[src/rtl/lenet_sequencer_pkg.sv]
// Shared types and widths for the LeNet launch sequencer.
package lenet_pkg;

  localparam int LENET_DIGIT_W = 4;
  localparam int LENET_CNT_W   = 8;

  typedef enum logic [2:0] {
    IDLE,
    LAUNCH,
    WAIT_ACK,
    WAIT_DONE,
    LATCH
  } lenet_seq_state_t;

endpackage

[src/rtl/lenet_sequencer_if.sv]
// Signal bundle between the sequencer, the core/LeNet side (master) and the sequencer itself (slave).
interface lenet_sequencer_if;
  import lenet_pkg::*;

  logic                     enable;
  logic                     data_ready;
  logic                     lenet_ready;
  logic [LENET_DIGIT_W-1:0] lenet_digit;
  logic                     lenet_go;
  logic                     busy;
  logic [LENET_DIGIT_W-1:0] digit_out;
  logic                     digit_valid;
  logic                     timeout_err;
  logic [LENET_CNT_W-1:0]   drop_count;
  logic [LENET_CNT_W-1:0]   infer_count;

  modport master (
    output enable, data_ready, lenet_ready, lenet_digit,
    input  lenet_go, busy, digit_out, digit_valid, timeout_err, drop_count, infer_count
  );

  modport slave (
    input  enable, data_ready, lenet_ready, lenet_digit,
    output lenet_go, busy, digit_out, digit_valid, timeout_err, drop_count, infer_count
  );

endinterface

[src/rtl/lenet_sequencer_sync_edge.sv]
// Multi-flop synchroniser with a registered rising-edge pulse on the synchronised level.
module sync_edge #(
  parameter int STAGES = 2
) (
  input  logic clk,
  input  logic rst,
  input  logic d,
  output logic q,
  output logic rise
);

  localparam int N = (STAGES < 2) ? 2 : STAGES;

  logic [N-1:0] r_sync;
  logic         r_q_d;
  logic         r_rise;

  always_ff @(posedge clk or posedge rst) begin
    if (rst) begin
      r_sync <= '0;
      r_q_d  <= 1'b0;
      r_rise <= 1'b0;
    end else begin
      r_sync <= {r_sync[N-2:0], d};
      r_q_d  <= r_sync[N-1];
      r_rise <= r_sync[N-1] & ~r_q_d;
    end
  end

  assign q    = r_sync[N-1];
  assign rise = r_rise;

endmodule

[src/rtl/lenet_sequencer.sv]
// Launches one LeNet inference per input frame, with a one-deep pending queue and watchdogs.
// Optional LENET_STABLE_EN: publish a digit only after STABLE_COUNT identical consecutive results.
module lenet_sequencer
  import lenet_pkg::*;
#(
  parameter int TIMEOUT_CYCLES = 2_000_000,
  parameter int ACK_CYCLES     = 16,
  parameter int STABLE_COUNT   = 3,
  parameter int SYNC_STAGES    = 2
) (
  input logic               clk,
  input logic               rst,
  lenet_sequencer_if.slave  bus
);

  function automatic logic [LENET_CNT_W-1:0] sat_inc(input logic [LENET_CNT_W-1:0] v);
    return (v == '1) ? v : v + 1'b1;
  endfunction

  logic w_frame_rise;
  logic w_en;

  sync_edge #(.STAGES(SYNC_STAGES)) u_frame_sync (
    .clk (clk),
    .rst (rst),
    .d   (bus.data_ready),
    .q   (),
    .rise(w_frame_rise)
  );

  sync_edge #(.STAGES(2)) u_enable_sync (
    .clk (clk),
    .rst (rst),
    .d   (bus.enable),
    .q   (w_en),
    .rise()
  );

  lenet_seq_state_t         r_state;
  lenet_seq_state_t         w_state_next;
  logic                     r_pending;
  logic [31:0]              r_wd;
  logic                     r_tmo;
  logic [LENET_CNT_W-1:0]   r_drop;
  logic [LENET_CNT_W-1:0]   r_infer;
  logic [LENET_DIGIT_W-1:0] r_digit;
  logic                     r_valid;

  logic w_ev;
  logic w_pend_eff;
  logic w_pend_next;
  logic w_drop;
  logic w_tmo;
  logic w_latch;
  logic w_go;
  logic w_busy;
  logic w_publish;

  // Disabling run mode masks new frames and flushes any queued one.
  assign w_ev       = w_frame_rise & w_en;
  assign w_pend_eff = r_pending & w_en;

  always_ff @(posedge clk or posedge rst) begin
    if (rst) r_state <= IDLE;
    else     r_state <= w_state_next;
  end

  always_comb begin
    w_state_next = r_state;
    w_pend_next  = w_pend_eff;
    w_drop       = 1'b0;
    w_tmo        = 1'b0;
    w_latch      = 1'b0;
    w_go         = 1'b0;
    w_busy       = 1'b0;
    unique case (r_state)
      IDLE: begin
        if (w_ev || w_pend_eff) begin
          w_state_next = LAUNCH;
          w_pend_next  = 1'b0;
          w_drop       = w_ev & w_pend_eff;
        end
      end
      LAUNCH: begin
        w_go         = 1'b1;
        w_busy       = 1'b1;
        w_state_next = WAIT_ACK;
      end
      WAIT_ACK: begin
        w_busy = 1'b1;
        if (!bus.lenet_ready) begin
          w_state_next = WAIT_DONE;
        end else if (r_wd >= 32'(ACK_CYCLES)) begin
          w_state_next = IDLE;
          w_tmo        = 1'b1;
        end
      end
      WAIT_DONE: begin
        w_busy = 1'b1;
        if (bus.lenet_ready) begin
          w_state_next = LATCH;
        end else if (r_wd >= 32'(TIMEOUT_CYCLES)) begin
          w_state_next = IDLE;
          w_tmo        = 1'b1;
        end
      end
      LATCH: begin
        w_latch      = 1'b1;
        w_state_next = IDLE;
      end
      default: w_state_next = IDLE;
    endcase
    if (r_state != IDLE && w_ev) begin
      if (w_pend_eff) w_drop      = 1'b1;
      else            w_pend_next = 1'b1;
    end
  end

`ifdef LENET_STABLE_EN
  localparam int RUN_W = $clog2(STABLE_COUNT + 1);

  logic [RUN_W-1:0]         r_run;
  logic [LENET_DIGIT_W-1:0] r_prev;
  logic [RUN_W-1:0]         w_run_next;

  always_comb begin
    w_run_next = RUN_W'(1);
    if (r_run != '0 && bus.lenet_digit == r_prev)
      w_run_next = (r_run >= RUN_W'(STABLE_COUNT)) ? r_run : r_run + 1'b1;
  end

  assign w_publish = w_latch && (w_run_next >= RUN_W'(STABLE_COUNT));

  always_ff @(posedge clk or posedge rst) begin
    if (rst) begin
      r_run  <= '0;
      r_prev <= '0;
    end else if (w_latch) begin
      r_run  <= w_run_next;
      r_prev <= bus.lenet_digit;
    end else if (w_tmo) begin
      r_run  <= '0;
    end
  end
`else
  assign w_publish = w_latch;
`endif

  // Watchdog counts cycles since LAUNCH; shared by the ack and completion limits.
  always_ff @(posedge clk or posedge rst) begin
    if (rst) begin
      r_pending <= 1'b0;
      r_wd      <= '0;
      r_tmo     <= 1'b0;
      r_drop    <= '0;
      r_infer   <= '0;
      r_digit   <= '0;
      r_valid   <= 1'b0;
    end else begin
      r_pending <= w_pend_next;
      if (w_state_next == LAUNCH) r_wd <= '0;
      else if (r_state != IDLE)   r_wd <= r_wd + 1'b1;
      if (w_tmo)  r_tmo  <= 1'b1;
      if (w_drop) r_drop <= sat_inc(r_drop);
      if (w_latch) r_infer <= r_infer + 1'b1;
      if (w_publish) begin
        r_digit <= bus.lenet_digit;
        r_valid <= 1'b1;
      end
    end
  end

  assign bus.lenet_go    = w_go;
  assign bus.busy        = w_busy;
  assign bus.digit_out   = r_digit;
  assign bus.digit_valid = r_valid;
  assign bus.timeout_err = r_tmo;
  assign bus.drop_count  = r_drop;
  assign bus.infer_count = r_infer;

endmodule

[src/flat_wrapper.sv]
// flat-port wrapper written by rule: the top's interface ports become plain ports
module lenet_sequencer_flat import lenet_pkg::*;
#(
  parameter int TIMEOUT_CYCLES = 2_000_000,
  parameter int ACK_CYCLES     = 16,
  parameter int STABLE_COUNT   = 3,
  parameter int SYNC_STAGES    = 2
)
  (clk, rst, bus_enable, bus_data_ready, bus_lenet_ready, bus_lenet_digit, bus_lenet_go, bus_busy, bus_digit_out, bus_digit_valid, bus_timeout_err, bus_drop_count, bus_infer_count);
  lenet_sequencer_if bus_i ();
  input logic clk;
  input logic rst;
  input wire logic [$bits(bus_i.enable)-1:0] bus_enable;
  input wire logic [$bits(bus_i.data_ready)-1:0] bus_data_ready;
  input wire logic [$bits(bus_i.lenet_ready)-1:0] bus_lenet_ready;
  input wire logic [$bits(bus_i.lenet_digit)-1:0] bus_lenet_digit;
  output wire logic [$bits(bus_i.lenet_go)-1:0] bus_lenet_go;
  output wire logic [$bits(bus_i.busy)-1:0] bus_busy;
  output wire logic [$bits(bus_i.digit_out)-1:0] bus_digit_out;
  output wire logic [$bits(bus_i.digit_valid)-1:0] bus_digit_valid;
  output wire logic [$bits(bus_i.timeout_err)-1:0] bus_timeout_err;
  output wire logic [$bits(bus_i.drop_count)-1:0] bus_drop_count;
  output wire logic [$bits(bus_i.infer_count)-1:0] bus_infer_count;
  assign bus_i.enable = bus_enable;
  assign bus_i.data_ready = bus_data_ready;
  assign bus_i.lenet_ready = bus_lenet_ready;
  assign bus_i.lenet_digit = bus_lenet_digit;
  assign bus_lenet_go = bus_i.lenet_go;
  assign bus_busy = bus_i.busy;
  assign bus_digit_out = bus_i.digit_out;
  assign bus_digit_valid = bus_i.digit_valid;
  assign bus_timeout_err = bus_i.timeout_err;
  assign bus_drop_count = bus_i.drop_count;
  assign bus_infer_count = bus_i.infer_count;
  lenet_sequencer #(.TIMEOUT_CYCLES(TIMEOUT_CYCLES), .ACK_CYCLES(ACK_CYCLES), .STABLE_COUNT(STABLE_COUNT), .SYNC_STAGES(SYNC_STAGES)) u_core (.clk(clk), .rst(rst), .bus(bus_i));
endmodule
[config.mk]
export PLATFORM = sky130hd
export DESIGN_NAME = lenet_sequencer_flat
export DESIGN_NICKNAME = d
export VERILOG_FILES = /design/src/rtl/lenet_sequencer_pkg.sv /design/src/rtl/lenet_sequencer_if.sv /design/src/rtl/lenet_sequencer_sync_edge.sv /design/src/rtl/lenet_sequencer.sv /design/src/flat_wrapper.sv
export SDC_FILE = /design/constraint.sdc
export NUM_CORES = 1
export LEC_CHECK = 0
export CAP_MARGIN = 20
export CORE_ASPECT_RATIO = 2
export CORE_UTILIZATION = 30
export CTS_CLUSTER_DIAMETER = 40
export DETAILED_ROUTE_END_ITERATION = 10
export DONT_BUFFER_PORTS = 1
export PLACE_DENSITY = 0.49
export SLEW_MARGIN = 15
export SYNTH_ARGS = -nofsm -noshare
export SYNTH_HDL_FRONTEND = slang
export SYNTH_SLANG_ARGS = --single-unit
export TNS_END_PERCENT = 50
[constraint.sdc]
create_clock -name clk -period 6 [get_ports clk]
set_input_delay 1.8 -clock clk [delete_from_list [all_inputs] [get_ports clk]]
set_output_delay 1.8 -clock clk [all_outputs]
set_load 0.1 [all_outputs]
==> Yosys cells after proc, flatten, opt, wreduce, memory -nomap -nowiden <==
Index checks and enable logic that the tools add are counted.
{ "classes": {"add_sub_neg": 3, "n_lt_le_gt_ge": 2, "n_eq_ne": 6, "n_mux": 24, "bitwise": 6, "n_reduce_logical": 7} }
{ "ops": {"columns": ["op", "n"], "rows": [
  ["two-way mux 32 bit", 2],
  ["adder 32 x 1 -> 32 bit (second input constant)", 1],
  ["greater-or-equal comparator 32 x 21 -> 1 bit (second input constant)", 1],
  ["greater-or-equal comparator 32 x 5 -> 1 bit (second input constant)", 1],
  ["adder 8 x 1 -> 8 bit (second input constant)", 2],
  ["two-way mux 1 bit", 15],
  ["two-way mux 3 bit", 5],
  ["one-hot mux 3 bit (4 select lines)", 1],
  ["equality test 8 bit (second input constant)", 1],
  ["equality test 3 x 1 -> 1 bit (second input constant)", 2],
  ["equality test 3 x 2 -> 1 bit (second input constant)", 2],
  ["bitwise AND 1 bit", 4],
  ["equality test 3 bit (second input constant)", 1],
  ["logical NOT 3 bit", 1],
  ["nonzero test 3 bit", 1],
  ["OR reduction 3 bit", 1],
  ["NOT 1 bit", 2],
  ["one-hot mux 1 bit (2 select lines)", 1],
  ["AND reduction 2 bit", 1],
  ["nonzero test 2 bit", 1],
  ["logical AND 1 bit", 1],
  ["logical OR 1 bit", 1]
]} }
{ "word_totals": {"reg_bits": 64, "in_bits": 9, "out_inout_bits": 24, "wordCells": 60} }

==> Logic depth before layout (Yosys ltp) <==
Gate-level depths: netlist of the first run.
{ "depth": {"word_depth": 7, "mapped_depth": 7} }

==> Modules after synthesis <==
From an unflattened synthesis of the first run, not the netlist that was laid out.
{ "unflattened": {"cells_unflattened": 311, "hier_area_um2": 3211.8} }
{ "by_module_without_submodules": {"columns": ["module", "n_inst", "cells_per_inst", "area_each_um2", "seq_area_each_um2"], "rows": [
  ["lenet_sequencer", 1, 299, 2976.6, 1451.4],
  ["sync_edge", 2, 6, 117.6, 100.1]
]} }

==> Least setup slack after synthesis of the first run <==
No wires, ideal clock.
{ "synth_path": {"kind": "reg-to-output", "startpoint": "register u_core.r_state[0]", "endpoint": "output port bus_lenet_go", "arrival_time_ps": 2887, "setup_slack_ps": 1313, "stages_incl_launch_ff": 3, "n_path_buf": 1, "path_cell_list": "dfrtp_1 > clkbuf_1 > nor3b_1"} }
{ "synth_between": {"elab_chain_len": 2} }
{ "synth_lines": {"columns": ["element", "line", "source"], "rows": [
  ["from (decl)", "lenet_sequencer.sv:39", "lenet_seq_state_t r_state;"],
  ["from (signal assigned)", "lenet_sequencer.sv:65", "else r_state <= w_state_next;"],
  ["equality test 3 x 1 -> 1 bit", "lenet_sequencer.sv:76", "unique case (r_state)"],
  ["two-way mux 1 bit", "lenet_sequencer.sv:76", null],
  ["to (decl)", "flat_wrapper.sv:17", "output wire logic [$bits(bus_i.lenet_go)-1:0] bus_lenet_go;"]
]} }
No other way between the ends.

==> Final worst setup path of the first run <==
{ "layout_path": {"startpoint": "register u_core.r_state[0]", "endpoint": "output port bus_busy"} }
{ "layout_between": {"elab_chain_len": 3, "word_cells_on_any_way": 5, "cone_classes": "eq/ne (3); mux (1); reduce/logical (1)"} }
{ "layout_lines": {"columns": ["element", "line", "source"], "rows": [
  ["equality test 3 x 1 -> 1 bit or equality test 3 x 2 -> 1 bit (tied branches)", "lenet_sequencer.sv:76", null],
  ["OR reduction 3 bit (no source line) (*)", null, null],
  ["two-way mux 1 bit (*)", "lenet_sequencer.sv:76", null],
  ["to (decl)", "flat_wrapper.sv:18", "output wire logic [$bits(bus_i.busy)-1:0] bus_busy;"]
]} }
Every way passes the cells marked *; elsewhere a longest branch is shown, timed or not.

==> metrics, run 1 <==
Num CTS Buffers 9; grt ovf 0; Sink Count 64; r2r endpoint u_core.bus.drop_count[3]; R2R depth 5; Area Growth Syn to Fin 14.1%; Logic pwr share 16.1%; Slew HR 26.5%; top cell type's share of synthesized area 50.7%; multi-input logic area 1470 µm²; Worst-Skew Late Latency 0.33 ns; share of cells above drive strength 1 11.8%; ANT nets after route 0; Setup WS pre-CTS 2.75 ns; clock skew 0.00626 ns; Post-CTS Hold Buffers 0; Vias 2342; Global Route Usage Sum 14.1%; Post-synth EDFFs 0; minimum clock period 3.60 ns; Clock Power Share 31.5%; CTS tree done; nets 323; critical path launch point type flop; post-CTS setup buffer count 0; list of most frequent post-synthesis cells dfrtp_1, nand2_1, nand4_1, a21oi_1, nor2_1; switching power 696 µW; post-CTS sizing 0; Worst EP arrival 1.80 ns; max layer used met4; PwrDens 445 nW/µm²; max-cap viol count 0; Total Wirelength 6950 µm; die height 147 µm; setup TNS 0 ns; post-route cell area 3610 µm²; Synth Instances 305; Starting Density 31.1%; dpl hpwl 4930 µm; Clock Tree Root clkbuf_16; largest net degree at the start of global routing 65; post-layout util 35.5%; Avg Inst Size Synth 10.4 µm²; wire per inst 15.5 µm; Clock Pin Slew Worst Setup and Hold Paths 0.05 ns; dpl cell area 3320 µm²; Peak VDD IR 0.000391 V; top_reg_cell synth dfrtp_1; fill count 1044; met1 wire length 2620 µm; PnR worst setup slack 2.40 ns; setup violators final 0; die width 74.6 µm; first-pass GRT wire length 11400 µm; #FFs+latches synth 64; R2R setup slack 3.45 ns; max-slew violation count 0; final hold viol count 0; Diodes inserted 0; DRT iter0 DRCs 122; placer congestion estimate 0.731; largest area contributor in the netlist dfrtp_1; register area 1600 µm²; critical path class flop to primary output; worst min-delay path class flop to flop; IO buf count 0; number of global-route vias before repair 2271; core box area 10100 µm²; Pleak 1.51 nW; Distinct cells, synth 40; Cell Area, Synth 3160 µm²; router iterations before antenna repair 4; crit path max fanout 11; antenna violations before repair 0; Setup crit end bus_busy; H-tree depth 3; CP required 4.20 ns; Worst Setup End Kind primary output; number of synthesis warnings 0; most common cell in the netlist dfrtp_1; clock tree buffer depth 2; ranking of synthesized cells by area dfrtp_1, nand4_1, xnor2_1; crit path from u_core.r_state[0]; actual slew at the worst max-slew pin 1.10 ns; IO Pins 33; Int Power 909 µW; WL met2 3930 µm; DRC Markers 0; Async SR Flop Fraction 100%; metal3 WL 260 µm; Die Area 11000 µm²; Seq pwr share 52.4%; vias per inst 5.22; post-synth net total 318; unrepaired setup endpoints after global routing no; fin crit share 59.9%; fmax 0.278 GHz; R2R Path Start u_core.bus.drop_count[0]; Switching Fraction 43.4%; std cell rows 52; register area share after synthesis 50.7%; status completed
[worst min-delay path by stage]
stage / start / to / slack, ns / cells after the start
after floorplan: u_core.u_enable_sync.r_sync[0] / u_core.u_enable_sync.r_sync[1] / 0.33 / 0
after global placement: u_core.u_frame_sync.r_sync[0] / u_core.u_frame_sync.r_sync[1] / 0.33 / 0
after detailed placement: u_core.u_enable_sync.r_sync[0] / u_core.u_enable_sync.r_sync[1] / 0.34 / 0
after CTS: u_core.u_enable_sync.r_sync[0] / u_core.u_enable_sync.r_sync[1] / 0.35 / 0
after global routing: u_core.u_enable_sync.r_sync[0] / u_core.u_enable_sync.r_sync[1] / 0.36 / 0
final: u_core.u_enable_sync.r_sync[0] / u_core.u_enable_sync.r_sync[1] / 0.35 / 0
[worst max-delay path: stages, from the launching register on]
cell and delay, ns:
dfrtp_1 0.53, nor2_1 0.09, nor2_2 0.84
[cell type report]
class	count	area share, %
flip-flops and latches	64	44.4
clock buffers	9	6.25
inverters	7	0.729
repair buffers	4	1.39
multi-input cells	224	40.8
clock inverters	6	1.70
well taps	135	4.68
[flip-flops by register name, summed over array words and instances (netlist names)]
register and count:
u_core.u_enable_sync.r_sync 2, u_core.u_frame_sync.rise 1, u_core.bus.infer_count 8, u_core.bus.digit_valid 1, u_core.r_pending 1, u_core.bus.digit_out 4
u_core.u_frame_sync.r_q_d 1, u_core.r_state 3, u_core.bus.timeout_err 1, u_core.bus.drop_count 8, u_core.u_frame_sync.r_sync 2, u_core.r_wd 32
[cell families (layout without fill, tap and decap cells)]
group	count (synthesis)	in the layout	share of synthesized area [%]
adders and majority gates	4	4	1.58
buffers and inverters	17	26	2.93
and+or+nand+nor	146	146	27.0
AOI/OAI and AO/OA	41	41	8.00
muxes	11	11	3.72
DFF	64	64	50.7
xor gates and xnor gates	22	22	6.10
[power by group through the flow]
| stage | Sequential (mW) | Clock, mW | Combinational [mW] |
|---|---|---|---|
| 6_report | 0.841 | 0.505 | 0.259 |
| 3_5_place_dp | 0.850 | 0 | 0.262 |
| 3_3_place_gp | 0.846 | 0 | 0.262 |
| 5_1_grt | 0.855 | 0.540 | 0.286 |
| 2_1_floorplan | 0.816 | 0 | 0.223 |
| 4_1_cts | 0.842 | 0.521 | 0.265 |
[through the flow]
stage	hold WS [ns]	power [mW]	std cells
after floorplan	0.331	1.04	305
after global placement	0.333	1.11	434
final	0.347	1.61	449
after detailed placement	0.336	1.11	434
after CTS	0.348	1.63	449
after global routing	0.362	1.68	449
[metal layers]
metal  track usage (%)  up-vias
li1                  -     1147
met1              14.3     1147
met2              25.6       39
met3              3.84        9
met4              6.51        0
met5                 0        -
[cells in the final DEF (no fill, tap or decap), types with 2 or more instances in the layout]
cell type  Yosys  routed
clkbuf_16      0       9
or3_2          2       2
mux2_2         6       6
or3_1          4       4
xnor2_1       15      15
nand3_1       13      13
o21ai_0        9       9
nor4_1         7       7
ha_1           4       4
o31ai_1       10      10
nor2_1        16      15
buf_4          1       3
a21oi_1       16      16
inv_1          7       6
mux2i_1        5       5
and2_1         9       9
nor3b_1        3       2
nand2b_1       3       3
xor2_1         7       7
or4_1         10      10
and3_1         7       7
nor3_1         8       8
nand2_1       25      25
dfrtp_1       64      64
clkinv_2       0       3
and4_1         9       9
nand4_1       23      23
or4_4          2       2
nor3b_2        1       2
No activity file was read; power rests on OpenSTA's default activity.
==> inputs of run 2 (changes only) <==
- PLACE_DENSITY: 0.49 -> 0.5
- clock period: 6 -> 3.2 ns (I/O delays scaled with it)
==> run 2 against run 1 <==
- die area unchanged
- global-route usage up 0.99 points
- design area up 2.0%
- core utilization up 0.72 points
- combinational power up 140%
- first-iteration DRC count unchanged
- wire length up 5.5%
- clock power up 91%
- setup slack worse by 1.6 ns
- critical path type unchanged
==> metrics, run 2 (synthesized netlist as in run 1, its figures left out) <==
status completed (unchanged); hold path start u_core.u_frame_sync.r_sync[0] (was u_core.u_enable_sync.r_sync[0]); share of cells above drive strength 1 14.8% (was 11.8%); nets 333 (was 323); post-CTS setup buffer count 0 (unchanged); largest net degree at the start of global routing 65 (unchanged); worst min-delay path class flop to flop (unchanged); multi-input logic area 1480 µm² (was 1470 µm²); grt ovf 0 (unchanged); Total Wirelength 7340 µm (was 6950 µm); fin crit share 75.5%; post-CTS sizing 0 (unchanged); number of flip-flops in the largest register 32 (unchanged); wire per inst 15.9 µm (was 15.5 µm); placer congestion estimate 0.787 (was 0.731); final hold viol count 0 (unchanged); Placed Instances 444 (was 434); CP required 2.24 ns (was 4.20 ns); Diodes inserted 0 (unchanged); most common cell after layout, fill and taps aside dfrtp_1 (unchanged); die width 74.6 µm (unchanged); H-tree depth 3 (unchanged); Fin Hold WS 0.342 ns (was 0.347 ns); router iterations before antenna repair 4 (unchanged); register area 1600 µm² (unchanged); R2R setup slack 0.90 ns (was 3.45 ns); core box area 10100 µm² (unchanged); dpl hpwl 5370 µm (was 4930 µm); Starting Density 31.1% (unchanged); fmax 0.414 GHz; unrepaired setup endpoints after global routing no (unchanged); post-route cell area 3680 µm² (was 3610 µm²); std cell rows 52 (unchanged); fill count 1078 (was 1044); max-slew violation count 0 (unchanged); final cell count without fillers 460 (was 449); PnR worst setup slack 0.783 ns (was 2.40 ns); Num CTS Buffers 9 (unchanged); Vias 2404 (was 2342); Slew HR 33.2% (was 26.5%); Pleak 1.56 nW (was 1.51 nW); PwrDens 830 nW/µm² (was 445 nW/µm²); CTS tree done (unchanged); Clock Pin Slew Worst Setup and Hold Paths 0.06 ns (was 0.05 ns); antenna violations before repair 0 (unchanged); Area Growth Syn to Fin 16.4% (was 14.1%); crit path max fanout 11 (unchanged); Sink Count 64 (unchanged); dpl cell area 3380 µm² (was 3320 µm²); Clock Tree Root clkbuf_16 (unchanged); Worst-Skew Late Latency 0.33 ns (about the same); Worst EP arrival 1.46 ns (was 1.80 ns); Worst Setup End Kind primary output (unchanged); most frequent cells in the layout dfrtp_1, nand2_1, nand4_1 (unchanged); setup violators final 0 (unchanged); critical path class flop to primary output (unchanged); Peak VDD IR 0.000602 V (was 0.000391 V); critical path launch point type flop (unchanged); die height 147 µm (unchanged); DRC Markers 0 (unchanged); post-layout util 36.2% (was 35.5%); max-cap viol count 0 (unchanged); clock tree buffer depth 2 (unchanged); Tot Pwr 3.05 mW (was 1.61 mW); minimum clock period 2.42 ns; Post-CTS Hold Buffers 0 (unchanged); Die Area 11000 µm² (unchanged); DRT iter0 DRCs 122 (unchanged); first-pass GRT wire length 12300 µm (was 11400 µm); Top reg by flops u_core.r_wd (unchanged); IO buf count 0 (unchanged); clock skew 0.00709 ns (was 0.00626 ns); actual slew at the worst max-slew pin 1.00 ns (was 1.10 ns); R2R Path Start u_core.r_state[0] (was u_core.bus.drop_count[0]); setup TNS 0 ns (unchanged); crit path from u_core.r_state[0] (unchanged); Global Route Usage Sum 15.1% (was 14.1%); Setup WS pre-CTS 0.859 ns (was 2.75 ns); ANT nets after route 0 (unchanged); vias per inst 5.23 (was 5.22); number of global-route vias before repair 2504 (was 2271); IO Pins 33 (unchanged)
[run 2: cell types whose count changed in the layout (fill, tap and decap cells not counted), sizes merged]
| cell | before | now |
|---|---|---|
| buf | 4 | 14 |
| clkinvlp | 1 | 2 |
[run 2: layer usage]
layer	track usage [%]	routed length, µm	up-vias	part of all wire (%)
met4	8.40	252	0	3.4
met3	3.43	200	13	2.7
met5	0	0	-	0
met2	26.6	4190	45	57
li1	-	-	1159	-
met1	15.8	2690	1187	37
[run 2: final timing paths]
| check | end | cells past startpoint |
|---|---|---|
| setup / recovery | bus_lenet_go | 2 |
| hold / removal | u_core.u_frame_sync.r_sync[1] | 0 |
| setup reg to reg | u_core.r_wd[21] | 4 |
| hold reg to reg | u_core.u_frame_sync.r_sync[1] | 0 |
| max in group asynchronous | u_core.r_wd[11] | 2 |
| min in group asynchronous | u_core.bus.digit_out[2] | 2 |
[run 2: cell type report]
type                       count  area share, %
sequential                    64           43.5
multi-input combinational    224           40.2
clock buffer                   9           6.12
tap                          135           4.59
timing repair buffer          14           2.86
clock inverter                 7           1.97
inverter                       7          0.714
[run 2: where the power goes]
part           total [mW]  switching [mW]  internal [mW]
Sequential           1.47           0.542          0.923
Combinational       0.625           0.418          0.206
Clock               0.963           0.362          0.601
Total                3.05            1.32           1.73
[run 2: worst max-delay path: stages, from the launching register on]
cell,delay [ns]
dfrtp_1,0.53
nor3b_4,0.27
buf_4,0.32
